`config.mk`:
```
export PLATFORM = sky130hd
export DESIGN_NAME = in_data_packer
export DESIGN_NICKNAME = d
export VERILOG_FILES = /design/src/rtl/in_data_packer.sv
export SDC_FILE = /design/constraint.sdc
export NUM_CORES = 1
export LEC_CHECK = 0
export CORE_MARGIN = 8
export CORE_UTILIZATION = 25
export DETAILED_ROUTE_END_ITERATION = 6
export PLACE_DENSITY_LB_ADDON = 0.15
export SLEW_MARGIN = 5
export SYNTH_ARGS = -nofsm -noshare
export SYNTH_HDL_FRONTEND = slang
export SYNTH_SLANG_ARGS = --single-unit
```
`constraint.sdc`:
```
create_clock -name clkin_data -period 2.1 [get_ports clkin_data]
set_input_delay 0.315 -clock clkin_data [delete_from_list [all_inputs] [get_ports clkin_data]]
set_output_delay 0.315 -clock clkin_data [all_outputs]
set_load 0.005 [all_outputs]
```
`src/rtl/in_data_packer.sv`:
```
// Byte-to-word packer: collects BYTES_PER_WORD bytes little-endian into one word,
// with one closed word of skid buffering. Optional per-lane parity via PACKER_PARITY_EN.
module in_data_packer #(
    parameter int BYTES_PER_WORD = 12
) (
    input  logic [159:0]                  clkin_data,
    input  logic                          byte_valid,
    input  logic [7:0]                    byte_data,
    input  logic                          byte_last,
    output logic                          byte_ready,
    output logic                          out_valid,
    input  logic                          out_ready,
    output logic [8*BYTES_PER_WORD-1:0]   out_data,
    output logic [4:0]                    out_count,
    output logic                          out_partial,
    output logic [15:0]                   word_cnt
`ifdef PACKER_PARITY_EN
    ,
    output logic [BYTES_PER_WORD-1:0]     out_parity
`endif
);

    localparam int         W     = 8 * BYTES_PER_WORD;
    localparam logic [4:0] BPW_C = 5'(BYTES_PER_WORD);

    logic clk;
    logic rst;
    logic unused_clkin;

    assign clk          = clkin_data[0];
    assign rst          = clkin_data[32];
    assign unused_clkin = ^{clkin_data[159:33], clkin_data[31:1]};

    // Assembly register A and the pending flag
    logic [W-1:0] abuf;
    logic [4:0]   acnt;
    logic         pend;

    logic         in_fire;
    logic         out_fire;
    logic         o_free;
    logic [W-1:0] merged;
    logic [4:0]   next_cnt;
    logic         closing;
    logic         o_load;
    logic [W-1:0] o_src_data;
    logic [4:0]   o_src_cnt;

    assign byte_ready = !rst && !pend;
    assign in_fire    = byte_valid && byte_ready;
    assign out_fire   = out_valid && out_ready;
    assign o_free     = !out_valid || out_ready;
    assign next_cnt   = acnt + 5'd1;
    assign closing    = in_fire && (byte_last || (next_cnt == BPW_C));

    // NOTE: every always_comb output gets a default before any conditional write,
    // otherwise the tool infers a latch to hold the old value.
    always_comb begin
        merged = abuf;
        for (int i = 0; i < BYTES_PER_WORD; i++) begin
            if (acnt == 5'(i)) begin
                merged[8*i +: 8] = byte_data;
            end
        end
    end

    // O loads either from the draining pending word or straight from the closing byte
    assign o_load     = pend ? out_fire : (closing && o_free);
    assign o_src_data = pend ? abuf : merged;
    assign o_src_cnt  = pend ? acnt : next_cnt;

    // NOTE: state registers use non-blocking assignments so every process sees
    // pre-edge values; blocking here would create order-dependent simulation races.
    always_ff @(posedge clk) begin
        if (rst) begin
            // NOTE: abuf is reset (unlike a plain data buffer) because zero padding
            // of short words relies on lanes above acnt being clean.
            abuf        <= '0;
            acnt        <= '0;
            pend        <= 1'b0;
            out_valid   <= 1'b0;
            out_data    <= '0;
            out_count   <= '0;
            out_partial <= 1'b0;
            word_cnt    <= '0;
        end else begin
            if (out_fire) begin
                word_cnt <= word_cnt + 16'd1;
            end

            if (o_load) begin
                out_valid   <= 1'b1;
                out_data    <= o_src_data;
                out_count   <= o_src_cnt;
                out_partial <= (o_src_cnt < BPW_C);
            end else if (out_fire) begin
                out_valid <= 1'b0;
            end

            if (o_load) begin
                abuf <= '0;
                acnt <= '0;
                pend <= 1'b0;
            end else if (in_fire) begin
                abuf <= merged;
                acnt <= next_cnt;
                if (closing) begin
                    pend <= 1'b1;
                end
            end
        end
    end

`ifdef PACKER_PARITY_EN
    function automatic logic [BYTES_PER_WORD-1:0] lane_parity(input logic [W-1:0] word);
        logic [BYTES_PER_WORD-1:0] p;
        p = '0;
        for (int i = 0; i < BYTES_PER_WORD; i++) begin
            p[i] = ^word[8*i +: 8];
        end
        return p;
    endfunction

    // Padded lanes are zero, so their parity bit is naturally 0
    always_ff @(posedge clk) begin
        if (rst) begin
            out_parity <= '0;
        end else if (o_load) begin
            out_parity <= lane_parity(o_src_data);
        end
    end
`endif

endmodule

```
==> impl_metrics.json <==
{
  "final_common_cell": "dfxtp_1",
  "port_buffers": 131,
  "slew-limit-headroom_pct": 53.3,
  "drv_cap": 0,
  "synth_edf_count": 0,
  "power_frac_seq_pct": 18.0,
  "die-width_um": 228,
  "worst_clock_skew_ps": 22.6,
  "path_cells": "clkbuf_16 > clkbuf_16 > clkbuf_16 > nand3b_1 > clkbuf_16 > clkbuf_16 > nand3_4 > clkbuf_16 > o221ai_4 > clkbuf_16 > clkbuf_16 > mux2_4",
  "arrival_ps": 2970,
  "insertion_delay_ps": 580,
  "syn_area_per_cell_um2": 9.57,
  "start_util_pct": 25.4,
  "layout-drive-gt1-share_pct": 27.1,
  "nNetsFinal": 1824,
  "wl_per_cell_um": 18.6,
  "place_congestion": 0.751,
  "row_count": 77,
  "dp_hpwl_um": 18400,
  "grt_usage_pct": 16.7,
  "syn2layout_area_growth_pct": 74.8,
  "tightest_slew_ps": 696,
  "syn_inst": 1176,
  "vias": 11300,
  "die_height_um": 228,
  "critical_path_buf_inv_count": 8,
  "tritoncts": "yes",
  "critPathMaxStageDelay_ps": 290,
  "synthDistinctLibCells": 57,
  "grt_pass1_vias": 16300,
  "fin_area_um2": 19700,
  "clkPwrFrac_pct": 78.1,
  "syn_area_um2": 11300,
  "grt_pass1_wl_um": 65500,
  "cpMaxStageDelayCell": "mux2_4",
  "critical_path_peak_fanout": 6,
  "rsz0062_at_grt": "true",
  "die-area_um2": 52100,
  "hold_viol": 3,
  "dp_slack_ps": -3910,
  "cellInternalPower_mw": 15.6,
  "core_um2": 44300,
  "slew_violations": 0,
  "ys_warn_count": 0,
  "grt_max_degree": 69,
  "status": "complete, but fails checks",
  "antenna_found_initial": 0,
  "postSynthRegisterBits": 221,
  "grt_overflow": 0,
  "fillers": 4259,
  "cts_hold_buf": 0,
  "setup_ws_ps": -428,
  "yosysSeqAreaShare_pct": 39.3,
  "tns_ps": -64470,
  "critPathKind": "clk -> reg",
  "power_frac_comb_pct": 3.9,
  "vdd_ir_drop_max_mv": 0.645,
  "cp-end-kind": "flip-flop",
  "crit_top_cell": "clkbuf_16",
  "synthMuxAreaShare_pct": 17.7,
  "antenna_cells": 0,
  "cts.reportedPaths.clkPinSlew_ps": 60,
  "drt_pass1_iterations": 4,
  "regToRegSetupSlack_ps": -240,
  "synthSimpleGateAreaFrac_pct": 22.6,
  "viasPerCell": 4.87,
  "critPathRequiredTime_ps": 2550,
  "switching_share_pct": 36.6,
  "ys.flop_type": "dfxtp_1",
  "switchingPower_mw": 8.99,
  "setup_viol": 205,
  "synth-xor-area-share_pct": 1.17,
  "worst_setup_path_start_kind": "clock port",
  "dpl_cell_area_um2": 13100,
  "hp-class": "clk -> reg",
  "leakage_nw": 9.08,
  "most-common-layout-cells": "dfxtp_1, clkinv_1, mux2i_1",
  "synthAdderAreaFrac_pct": 0.667,
  "total_power_mw": 24.5,
  "syn-num-nets": 1353,
  "synthArstFlopShare_pct": 0,
  "drtAntennaViolNets": 0,
  "routed_wl_um": 43000,
  "power_density_nw_per_um2": 1250,
  "ios": 291,
  "whs_ps": -179,
  "drt-initial-drc-count": 417,
  "synth_top_family_by_area": "simple AND/OR/NAND/NOR gates",
  "crit_family": "buffers and inverters",
  "drc_errors": 0,
  "synth_compound_area_share_pct": 12.5,
  "violations": "hold timing, setup timing"
}
==> stage by stage <==
step | util [%] | instances
after floorplan | - | 1176
after global placement | 29.6 | 1818
after detailed placement | 29.6 | 1818
after CTS | 43.9 | 2300
after global routing | 44.4 | 2318
final | 44.4 | 2318
==> final timing paths <==
kind | startpoint | to | depth (start not counted)
setup / recovery | clkin_data[32] | out_count[2] | 12
hold / removal | clkin_data[32] | abuf[62] | 3
setup reg to reg | acnt[0] | out_data[87] | 10
hold reg to reg | out_data[61] | out_data[61] | 2
==> worst register-to-register path: cells and delay by family (launching register included) <==
kind | cells | cell delay (ps)
AO/OA/AOI/OAI | 2 | 450
adder cells (fa/ha/maj) | 1 | 190
buffers and inverters | 5 | 890
flip-flops | 1 | 350
multiplexers | 1 | 180
AND/OR/NAND/NOR | 1 | 230
==> flip-flops by register name, indices dropped and copies added (netlist names) <==
register	count
word_cnt	16
acnt	5
pend	1
out_partial	1
out_count	5
out_data	96
out_valid	1
abuf	96
==> cells by family after synthesis <==
family / after synthesis
and+or+nand+nor: 378
AOI/OAI and AO/OA: 223
DFF: 221
muxes: 199
buffers and inverters: 134
xor gates and xnor gates: 15
adders and majority gates: 6
==> repair_timing <==
| action | 4_1_cts | 5_1_grt |
|---|---|---|
| pin swaps | 41 | 19 |
| setup buffers | 33 | 15 |
| setup endpoints to repair | 211 | 215 |
| gates resized for setup | 58 | 17 |
| gates cloned | 18 | 5 |
| hold endpoints to repair | 0 | 0 |
==> final cells by class <==
class,instances,area [µm²],share of cell area [%]
clock buffers,232,4770,24.2
clock inverters,253,1430,7.25
inverters,9,33.8,0.172
multi-input cells,821,6390,32.5
flip-flops and latches,221,4430,22.5
well taps,592,741,3.76
repair buffers,190,1890,9.61
==> synth_stat cells, types with 12 or more instances <==
cell | count | area, µm²
a21boi_0 | 92 | 691
clkbuf_1 | 85 | 319
dfxtp_1 | 221 | 4420
buf_6 | 18 | 203
nand2_1 | 109 | 409
nor2_1 | 14 | 52.6
nor3_1 | 24 | 120
o21ai_1 | 18 | 90.1
o21ai_0 | 83 | 415
nand3_4 | 12 | 210
nor3_2 | 80 | 801
mux2i_1 | 195 | 1950
and3_1 | 96 | 601
==> layer usage <==
| layer | routed length (µm) | vias to the layer above | share of wire [%] | GRT usage (%) |
|---|---|---|---|---|
| met2 | 18600 | 739 | 43 | 16.7 |
| met1 | 14500 | 5032 | 34 | 10.0 |
| met3 | 6590 | 297 | 15 | 21.7 |
| li1 | - | 5227 | - | - |
| met4 | 3330 | 2 | 7.7 | 29.7 |
| met5 | 35 | - | 0.081 | 0.567 |
==> power groups by stage <==
stage	clock network, mW	registers (mW)	logic (mW)
finish	19.2	4.43	0.947
global route	20.7	4.45	1.03
global placement	1.52	4.51	0.930
floorplan	2.75	4.50	0.479
detailed placement	1.52	4.51	0.936
CTS	20.0	4.43	0.951
(Power assumes the default switching activity.)
